File: src/rtl/cook_timer_ctrl.sv
// cook_timer_ctrl
// Kitchen countdown timer controller. mm:ss is set in IDLE with the
// increment buttons, counts down in RUN on the 1 Hz strobe, can be paused,
// and raises a self-clearing alarm when it reaches 00:00. All outputs come
// straight from registers.
module cook_timer_ctrl #(
  parameter int unsigned ALARM_SEC = 10
) (
  input  logic       clk,
  input  logic       reset_n,
  input  logic       clk_sec,
  input  logic       btn_start,
  input  logic       btn_inc_min,
  input  logic       btn_inc_sec,
  input  logic       btn_clear,
  output logic [3:0] min10,
  output logic [3:0] min1,
  output logic [3:0] sec10,
  output logic [3:0] sec1,
  output logic [1:0] state,
  output logic       alarm,
  output logic       done_pulse
);

  typedef enum logic [1:0] {
    ST_IDLE  = 2'd0,
    ST_RUN   = 2'd1,
    ST_PAUSE = 2'd2,
    ST_ALARM = 2'd3
  } state_t;

  // Last value of the alarm counter before the timeout tick takes us out.
  localparam logic [5:0] ALARM_LAST = 6'(ALARM_SEC - 1);

  // Packed display value: [15:12] min10, [11:8] min1, [7:4] sec10, [3:0] sec1.
  state_t      state_r;
  logic [15:0] value_r;
  logic [15:0] preset_r;
  logic [5:0]  acnt_r;
  logic        alarm_r;
  logic        done_r;

  logic        any_btn_s;
  logic        value_zero_s;
  logic        value_last_s;
  logic        acnt_last_s;
  logic [7:0]  min_inc_s;
  logic [7:0]  sec_inc_s;
  logic [15:0] value_dec_s;

  // Increment a two-digit BCD pair modulo 60 (tens 0-5, units 0-9).
  function automatic logic [7:0] bcd_inc60(input logic [7:0] pair);
    logic [7:0] res;
    if (pair[3:0] == 4'd9) begin
      if (pair[7:4] >= 4'd5) begin
        res = 8'h00;
      end else begin
        res = {pair[7:4] + 4'd1, 4'd0};
      end
    end else begin
      res = {pair[7:4], pair[3:0] + 4'd1};
    end
    return res;
  endfunction

  // Decrement mm:ss by one second with BCD borrows; never called on 00:00.
  function automatic logic [15:0] mmss_dec(input logic [15:0] v);
    logic [3:0] m10;
    logic [3:0] m1;
    logic [3:0] s10;
    logic [3:0] s1;
    m10 = v[15:12];
    m1  = v[11:8];
    s10 = v[7:4];
    s1  = v[3:0];
    if (s1 != 4'd0) begin
      s1 = s1 - 4'd1;
    end else begin
      s1 = 4'd9;
      if (s10 != 4'd0) begin
        s10 = s10 - 4'd1;
      end else begin
        s10 = 4'd5;
        if (m1 != 4'd0) begin
          m1 = m1 - 4'd1;
        end else begin
          m1 = 4'd9;
          if (m10 != 4'd0) begin
            m10 = m10 - 4'd1;
          end else begin
            m10 = 4'd0;
          end
        end
      end
    end
    return {m10, m1, s10, s1};
  endfunction

  // Next-value candidates and decode flags shared by the state machine.
  always_comb begin
    any_btn_s    = btn_clear | btn_start | btn_inc_min | btn_inc_sec;
    value_zero_s = (value_r == 16'h0000);
    value_last_s = (value_r == 16'h0001);
    acnt_last_s  = (acnt_r == ALARM_LAST);
    min_inc_s    = bcd_inc60(value_r[15:8]);
    sec_inc_s    = bcd_inc60(value_r[7:0]);
    if (value_zero_s) begin
      value_dec_s = 16'h0000;
    end else begin
      value_dec_s = mmss_dec(value_r);
    end
  end

  // Timer state machine: button priority clear > start > inc_min > inc_sec.
  always_ff @(posedge clk or negedge reset_n) begin
    if (!reset_n) begin
      state_r  <= ST_IDLE;
      value_r  <= 16'h0000;
      preset_r <= 16'h0000;
      acnt_r   <= 6'd0;
      alarm_r  <= 1'b0;
      done_r   <= 1'b0;
    end else begin
      done_r <= 1'b0;
      case (state_r)
        ST_IDLE: begin
          if (btn_clear) begin
            value_r <= 16'h0000;
          end else if (btn_start) begin
            // A start at 00:00 is swallowed and blocks the lower buttons.
            if (!value_zero_s) begin
              preset_r <= value_r;
              state_r  <= ST_RUN;
            end else begin
              state_r  <= ST_IDLE;
            end
          end else if (btn_inc_min) begin
            value_r[15:8] <= min_inc_s;
          end else if (btn_inc_sec) begin
            value_r[7:0] <= sec_inc_s;
          end else begin
            state_r <= ST_IDLE;
          end
        end
        ST_RUN: begin
          if (btn_clear) begin
            value_r <= 16'h0000;
            state_r <= ST_IDLE;
          end else if (btn_start) begin
            // A coincident tick is dropped so the paused value is exact.
            state_r <= ST_PAUSE;
          end else if (clk_sec) begin
            if (value_last_s) begin
              value_r <= 16'h0000;
              state_r <= ST_ALARM;
              alarm_r <= 1'b1;
              done_r  <= 1'b1;
              acnt_r  <= 6'd0;
            end else begin
              value_r <= value_dec_s;
            end
          end else begin
            state_r <= ST_RUN;
          end
        end
        ST_PAUSE: begin
          if (btn_clear) begin
            value_r <= 16'h0000;
            state_r <= ST_IDLE;
          end else if (btn_start) begin
            state_r <= ST_RUN;
          end else begin
            state_r <= ST_PAUSE;
          end
        end
        ST_ALARM: begin
          if (any_btn_s) begin
            // Buttons override a coincident tick; only clear discards the preset.
            state_r <= ST_IDLE;
            alarm_r <= 1'b0;
            acnt_r  <= 6'd0;
            if (btn_clear) begin
              value_r <= 16'h0000;
            end else begin
              value_r <= preset_r;
            end
          end else if (clk_sec) begin
            if (acnt_last_s) begin
              state_r <= ST_IDLE;
              alarm_r <= 1'b0;
              acnt_r  <= 6'd0;
              value_r <= preset_r;
            end else begin
              acnt_r <= acnt_r + 6'd1;
            end
          end else begin
            state_r <= ST_ALARM;
          end
        end
        default: begin
          state_r <= ST_IDLE;
          value_r <= 16'h0000;
          acnt_r  <= 6'd0;
          alarm_r <= 1'b0;
        end
      endcase
    end
  end

  assign state      = state_r;
  assign min10      = value_r[15:12];
  assign min1       = value_r[11:8];
  assign sec10      = value_r[7:4];
  assign sec1       = value_r[3:0];
  assign alarm      = alarm_r;
  assign done_pulse = done_r;

endmodule

File: config.mk
export PLATFORM = sky130hd
export DESIGN_NAME = cook_timer_ctrl
export DESIGN_NICKNAME = d
export VERILOG_FILES = /design/src/rtl/cook_timer_ctrl.sv
export SDC_FILE = /design/constraint.sdc
export NUM_CORES = 1
export LEC_CHECK = 0
export CORE_UTILIZATION = 55
export DETAILED_ROUTE_END_ITERATION = 7
export PLACE_DENSITY_LB_ADDON = 0.12
export RECOVER_POWER = 50
export SLEW_MARGIN = 10
export SYNTH_ARGS = -nofsm -noshare
export SYNTH_HDL_FRONTEND = slang
export SYNTH_SLANG_ARGS = --single-unit
File: constraint.sdc
create_clock -name clk -period 3.35 [get_ports clk]
set_input_delay 0.335 -clock clk [delete_from_list [all_inputs] [get_ports clk]]
set_output_delay 0.335 -clock clk [all_outputs]
set_load 0.005 [all_outputs]
# Yosys cells after proc, flatten, opt, wreduce, memory -nomap -nowiden

Cells that the tools add are included.

Register bits after elaboration: 42
Bits of input ports: 7
Output and inout bits: 20
Word-level logic and storage cells: 136

Add/sub/neg operators: 9
Magnitude comparators: 2
Equality and inequality tests: 30
Muxes and demuxes: 66
Bitwise logic cells: 5
Reduce and logical (&&, ||, !) cells: 15

Operators with widths:

| operator                                                                             | count |
|---|---|
| 16-bit two-way mux                                                                   | 12 |
| 16-bit one-hot mux with 4 select lines                                               | 1 |
| 8-bit two-way mux                                                                    | 7 |
| 6-bit two-way mux                                                                    | 7 |
| 4-bit two-way mux                                                                    | 10 |
| 3-bit inequality test (second input constant)                                        | 12 |
| 2-bit two-way mux                                                                    | 13 |
| 5-bit inequality test (second input constant)                                        | 4 |
| 4-bit by 1-bit adder with 4-bit output (second input constant)                       | 4 |
| 16-bit by 1-bit equality test with 1-bit output (second input constant)              | 1 |
| 16-bit logical NOT                                                                   | 1 |
| 4-bit nonzero test                                                                   | 4 |
| 4-bit by 1-bit subtractor with 4-bit output (second input constant)                  | 4 |
| 1-bit two-way mux                                                                    | 13 |
| 2-bit inequality test (second input constant)                                        | 6 |
| 6-bit one-hot mux with 2 select lines                                                | 1 |
| 11-bit AND reduction                                                                 | 1 |
| 10-bit AND reduction                                                                 | 1 |
| 9-bit AND reduction                                                                  | 1 |
| 4-bit equality test (second input constant)                                          | 2 |
| 4-bit by 3-bit greater-or-equal comparator with 1-bit output (second input constant) | 2 |
| 2-bit one-hot mux with 4 select lines                                                | 1 |
| 8-bit AND reduction                                                                  | 1 |
| 7-bit AND reduction                                                                  | 1 |
| other kinds (13)                                                                     | 17 |

# Depth between registers and ports, before layout

Gate-level depths: netlist of the first run.

Word-level depth: 11
Depth in mapped cells: 8
Depth with buffers taken out: 7

# Worst setup path after synthesis of the first run

Ideal clock, no wire load.

Path kind: reg2reg
From: register value_r[4]
To: register acnt_r[4]
Arrival: 2.335 ns
Required time: 3.281 ns
Path slack: 0.946 ns
Cell stages (with the launch flop): 8
Path buffers: 0
Period minus slack after synthesis: 2.404 ns
Cells stage by stage: dfrtp_1 -> inv_1 -> ha_1 -> nor3b_2 -> nand4_2 -> o41a_1 -> or4_1 -> nand3_1

Longest elaborated chain between the ends: 3

RTL lines:

| item                                            | line | text |
|---|---|---|
| from (decl)                                     | 37   | `logic [15:0] value_r;` |
| from (signal assigned)                          | 140  | `value_r[7:0] <= sec_inc_s;` |
| from (signal assigned)                          | 160  | `value_r <= value_dec_s;` |
| from (signal assigned)                          | 185  | `value_r <= preset_r;` |
| 16-bit by 1-bit equality test with 1-bit output | 103  | `value_last_s = (value_r == 16'h0001);` |
| 2-bit inequality test (no line)                 | -    |  |
| 6-bit AND reduction (no line)                   | -    |  |
| to (signal assigned)                            | 194  | `acnt_r <= acnt_r + 6'd1;` |
| to (decl)                                       | 39   | `logic [5:0] acnt_r;` |

No other way between the ends.
A chain may end at the register's enable or synchronous reset.

# Worst setup path in the final report of the first run

From: register value_r[4]
To: register value_r[8]

Longest elaborated chain between the ends: 7

RTL lines:

| item                                   | line | text |
|---|---|---|
| 16-bit logical NOT                     | 102  | `value_zero_s = (value_r == 16'h0000);` |
| 16-bit two-way mux                     | 107  | `if (value_zero_s) begin` |
| 16-bit two-way mux                     | 153  | `if (value_last_s) begin` |
| 16-bit two-way mux                     | 152  | `end else if (clk_sec) begin` |
| 16-bit two-way mux                     | 149  | `end else if (btn_start) begin` |
| 16-bit two-way mux                     | 146  | `if (btn_clear) begin` |
| 16-bit one-hot mux with 4 select lines | 125  | `case (state_r)` |

Several ways; a longest one is shown, not always the timed one. The select of a mux whose other input is x is not followed.

==> results of run 1 <==
==> Yosys cell counts (6+ instances only) <==
cell type | number | area [um2]
dfrtp_1 | 42 | 1050
o21ai_0 | 34 | 170
nand2_1 | 28 | 105
a21oi_1 | 15 | 75.1
nor2_1 | 15 | 56.3
inv_1 | 14 | 52.6
ha_1 | 12 | 150
mux2_2 | 12 | 135
clkbuf_1 | 11 | 41.3
nor3_1 | 9 | 45.0
nand3_1 | 8 | 40.0
nand2b_1 | 6 | 37.5
o31ai_1 | 6 | 45.0
==> worst max path at each step <==
stage	startpoint	to	slack [ns]	depth (start not counted)
2_1_floorplan	value_r[4]	acnt_r[4]	0.95	7
3_3_place_gp	value_r[4]	preset_r[3]	0.57	6
3_5_place_dp	value_r[4]	preset_r[7]	0.47	6
4_1_cts	value_r[4]	preset_r[7]	0.46	6
5_1_grt	value_r[4]	preset_r[7]	0.13	6
6_report	value_r[4]	value_r[8]	0.44	7
==> flip-flops by register name, indices dropped and copies added (netlist names) <==
register,cells
alarm,1
done_pulse,1
state,2
preset_r,16
acnt_r,6
value_r,16
==> layout make-up <==
class / count / area, um2 / share of cell area, %
Multi-Input combinational cell: 230 / 1580 / 50.7
Sequential cell: 42 / 1050 / 33.8
Timing Repair Buffer: 28 / 269 / 8.65
Tap cell: 67 / 83.8 / 2.70
Clock buffer: 7 / 76.3 / 2.45
Inverter: 14 / 52.6 / 1.69
==> report_power, final <==
group | leakage [nW] | total (W) | internal (W) | switching, W
combinational | 0.744 | 0.00101 | 0.000475 | 0.000533
clock | 0.0383 | 0.000301 | 0.000143 | 0.000157
sequential | 0.569 | 0.000853 | 0.000639 | 0.000214
==> per-layer routing <==
| layer | up-vias | track usage, % | routed length, um |
|---|---|---|---|
| met4 | 0 | 9.59 | 78 |
| met2 | 68 | 42.2 | 2990 |
| met3 | 8 | 5.11 | 314 |
| met1 | 1172 | 36.3 | 2980 |
| met5 | - | 0 | 0 |
| li1 | 1163 | - | - |
==> critical path, cell delays in order (launching register included) <==
cell	delay [ns]
dfrtp_1	0.44
inv_1	0.13
ha_1	0.27
nor3b_2	0.45
nand4_2	0.25
and3_1	0.38
or3b_2	0.57
mux2_2	0.30
==> per-stage QoR <==
| stage | hold WS, ns | util, % |
|---|---|---|
| final | 0.493 | 65.0 |
| after global routing | 0.522 | 65.0 |
| after floorplan | 0.0394 | - |
| after global placement | 0.479 | 63.4 |
| after detailed placement | 0.476 | 63.4 |
| after CTS | 0.218 | 65.0 |
==> kinds of logic after synthesis <==
group / count (synthesis) / synth area share [%]
muxes: 14 / 5.62
AOI/OAI and AO/OA: 100 / 24.5
and+or+nand+nor: 100 / 20.2
buffers and inverters: 32 / 4.89
DFF: 42 / 38.0
adders and majority gates: 12 / 5.43
xor gates and xnor gates: 4 / 1.27
==> cell usage in the layout, fill, tap and decap left out, types with 3 or more instances in the layout <==
cell type        netlist  layout
a21oi_1               15      15
a221oi_1               4       4
a22o_1                 3       3
a31oi_1                5       5
and3_1                 3       3
clkbuf_1              11       3
clkbuf_8               0       5
clkdlybuf4s50_1        0      15
dfrtp_1               42      42
dlygate4sd3_1          0      10
ha_1                  12      12
inv_1                 14      14
mux2_2                12      12
nand2_1               28      28
nand2b_1               6       6
nand3_1                8       8
nand4_1                3       3
nor2_1                15      15
nor2b_1                5       5
nor3_1                 9       9
o211ai_1               3       3
o21ai_0               34      34
o31ai_1                6       6
o41ai_1                3       3
or3_1                  3       3
==> out/results.ini, run 1 <==
[place]
dp.cells=381
hpwl_mm=4.48
io_buffer_count=26
preCtsSetupSlack_ns=0.469
placed_area_um2=3030
routabilityCongestion=0.849

[status]
outcome=finished, violations left
violations=capacitance limit, slew limit

[logic_synthesis]
syn_area_um2=2760
syn_nets=323
postSynthAreaPerCell_um2=9.09
synth_flop_cell=dfrtp_1
synthesis.instances=304
async_reset_ff_share_pct=100
yosysSeqAreaShare_pct=38.0
ys_ff_latch=42
yosysWarnings=0
synth_edf_count=0
ys_types=68

[sta]
slew_violations=43
min_period_ns=2.91
worst_slack_ns=0.444
setup_viol=0
max_slew_margin_pct=-46.1
hold_violations=0
finalSetupTns_ns=0
rsz0062_at_grt=no
worst_clock_skew_ns=0.00743
period_share_pct=86.8
tightest_slew_ns=2.19
max_clock_freq_mhz=344

[cells_and_area]
area_growth_pct=12.5
antennaDiodeCount=0
final_cells=388
drive_above_1_share_pct=8.72
design_area_um2=3110
fill_cells=422
fin_nets=340

[power_and_ir_drop]
ir_worst_vdd_v=0.000337
p_leak_nw=1.35
power_w=0.00216
powerDensity_nw_per_um2=695

[detailed_routing]
final_antenna_net_count=0
drtIter0Drc=205
firstDrtPassIters=6
drc=0
vias=2411
viasPerCell=6.21
wl_mm=6.36
wl_per_cell_um=16.4

[clocking]
cts_sinks=42
htree_levels=2
cts_resized=0
cts_buffers=5
cts_setup_buffers=0
ctsRootBufferMaster=clkbuf_8
clock_tree.buffer_depth=2
cts_tree=done
clkTransAtPathRegs_ns=0.07
clk-insertion-delay-late_ns=0.29
ctsHoldBuffers=0

[floorplanning]
rows=25
start_util_pct=57.7
die-height_um=72.9
die_w_um=72.9
fp.dieArea_um2=5310
ios=27
core_um2=4790

[critical_path]
regToRegStartpoint=value_r[4]
r2r_slack_ns=0.44
startpoint_type=flip-flop
cp-end-kind=flip-flop
r2r_end=value_r[8]
critPathRequiredTime_ns=3.53
r2r_cells=7
cp.arrival_ns=3.09
crit_fanout=13
timing_worst_setup_path_type=flip-flop to flip-flop

[worst_hold_path]
min_path_cells=2
holdCritPathClass=flip-flop to flip-flop
hold_end=preset_r[1]
min_from=preset_r[1]

[grt]
grt_pass1_vias=2308
grt_pass1_wl_mm=11.0
grt_overflow=0
grt_antenna_before_repair=0
gr-usage-all-layers_pct=26.6
grt_max_degree=43

[run]
maxCapViolations=1

Power figures use the tool's default switching activity.
==> run 2, diff against run 1 <==
--- a/config.mk
+++ b/config.mk
@@ -9,6 +9,7 @@
 export DETAILED_ROUTE_END_ITERATION = 7
 export PLACE_DENSITY_LB_ADDON = 0.12
 export RECOVER_POWER = 50
+export REMOVE_ABC_BUFFERS = 1
 export SLEW_MARGIN = 10
 export SYNTH_ARGS = -nofsm -noshare
 export SYNTH_HDL_FRONTEND = slang
==> run 2 against run 1 <==
The run still ends with capacitance limit, slew limit left. First-iteration DRC count increased by 9.3%. Highest routed layer unchanged. Hold slack got worse by 0.0032 ns. Routed wire length rose by 0.52%. Count of clock-buffer cells in the layout is the same. Sequential share of layout area fell by 0.32 points. Via count grew 0.54%.
==> out/results.ini, run 2 (synthesis results as in run 1) <==
[floorplanning]
start_util_pct=57.7
ios=27
core_um2=4790
die_w_um=72.9
fp.dieArea_um2=5310
rows=25
die-height_um=72.9

[grt]
grt_max_degree=43
grt_pass1_wl_mm=10.9
grt_pass1_vias=2238
grt_antenna_before_repair=0
gr-usage-all-layers_pct=26.6
grt_overflow=0

[clocking]
cts_setup_buffers=0
clock_tree.buffer_depth=2
htree_levels=2
ctsHoldBuffers=0
cts_tree=done
clk-insertion-delay-late_ns=0.29
cts_resized=0
ctsRootBufferMaster=clkbuf_8
cts_buffers=5
clkTransAtPathRegs_ns=0.08
cts_sinks=42

[detailed_routing]
drc=0
final_antenna_net_count=0
firstDrtPassIters=5
vias=2424
wl_mm=6.39
viasPerCell=6.20
drtIter0Drc=224
wl_per_cell_um=16.3

[critical_path]
regToRegStartpoint=value_r[12]
r2r_cells=6
r2r_slack_ns=0.47
path_cells=inv_1, ha_1, nor3b_2, nand3_1, o211ai_2, mux2_2
startpoint_type=flip-flop
cp-startpoint=value_r[12]
timing_worst_setup_path_type=flip-flop to flip-flop
crit_fanout=25
critPathSlowestCell=o211ai_2
critPathRequiredTime_ns=3.53
cp.arrival_ns=3.06
r2r_end=preset_r[6]
cp-end-kind=flip-flop
slowest_delay_ns=0.88

[power_and_ir_drop]
powerDensity_nw_per_um2=705
p_leak_nw=1.37
ir_worst_vdd_v=0.000413

[run]
maxCapViolations=1

[worst_hold_path]
min_path_cells=2
hold_end=preset_r[12]
holdCritPathClass=flip-flop to flip-flop
min_from=preset_r[12]

[cells_and_area]
fill_cells=399
drive_above_1_share_pct=9.88
top_regs=preset_r: 16 flops, value_r: 16 flops, acnt_r: 6 flops
fin_nets=342
area_growth_pct=13.6
antennaDiodeCount=0
final_cell_mix=dfrtp_1, o21ai_0, nand2_1
fin_util_pct=65.6
layout_commonest_cell=dfrtp_1

[sta]
timing.hold.ws_ns=0.489
max_slew_margin_pct=-45.5
worst_clock_skew_ns=0.00330
rsz0062_at_grt=no
hold_violations=0
slew_violations=43
finalSetupTns_ns=0
max_clock_freq_mhz=347
min_period_ns=2.88
setup_viol=0
period_share_pct=85.9
tightest_slew_ns=2.18

[place]
io_buffer_count=26
routabilityCongestion=0.924
hpwl_mm=4.47

[status]
outcome=finished, violations left
violations=capacitance limit, slew limit

-- run 2: where the power goes --
group          internal, W  switching [W]
clock network     0.000166       0.000168
logic             0.000487       0.000548
registers         0.000638       0.000206
-- run 2: worst max path at each step --
stage,to,slack [ns],cells past startpoint
after CTS,preset_r[9],0.50,6
after global routing,preset_r[6],0.22,6
after detailed placement,preset_r[9],0.51,6
after floorplan,value_r[8],0.88,7
final,preset_r[6],0.47,6
after global placement,acnt_r[4],0.60,5
-- run 2: area by class of cell --
class	count	area (um2)	share of cell area, %
repair buffers	30	284	9.05
multi-input cells	230	1580	50.2
flip-flops and latches	42	1050	33.5
clock inverters	1	5.00	0.159
inverters	14	52.6	1.67
well taps	67	83.8	2.67
clock buffers	7	86.3	2.75
-- run 2: critical path: cells and delay by family (launching register included) --
kind | cells | cell delay [ns]
mux | 1 | 0.42
simple gates | 2 | 0.63
buf+inv | 1 | 0.15
fa+ha+maj | 1 | 0.25
compound gates | 1 | 0.88
flops | 1 | 0.44
-- run 2: routing by layer --
| layer | vias to the layer above | global-route usage, % | part of all wire (%) |
|---|---|---|---|
| met5 | - | 0 | 0 |
| met4 | 0 | 11.5 | 1.9 |
| met3 | 13 | 5.11 | 5.5 |
| met2 | 87 | 38.0 | 43 |
| met1 | 1151 | 39.1 | 50 |
| li1 | 1173 | - | - |
-- run 2: metrics by stage --
| step | instances | cell area (um2) | setup WS [ns] | power [W] |
|---|---|---|---|---|
| floorplan | 286 | 2680 | 0.880 | 0.00150 |
| global placement | 383 | 3050 | 0.604 | 0.00187 |
| detailed placement | 383 | 3050 | 0.506 | 0.00188 |
| CTS | 391 | 3140 | 0.496 | 0.00222 |
| global route | 391 | 3140 | 0.218 | 0.00238 |
| finish | 391 | 3140 | 0.471 | 0.00221 |
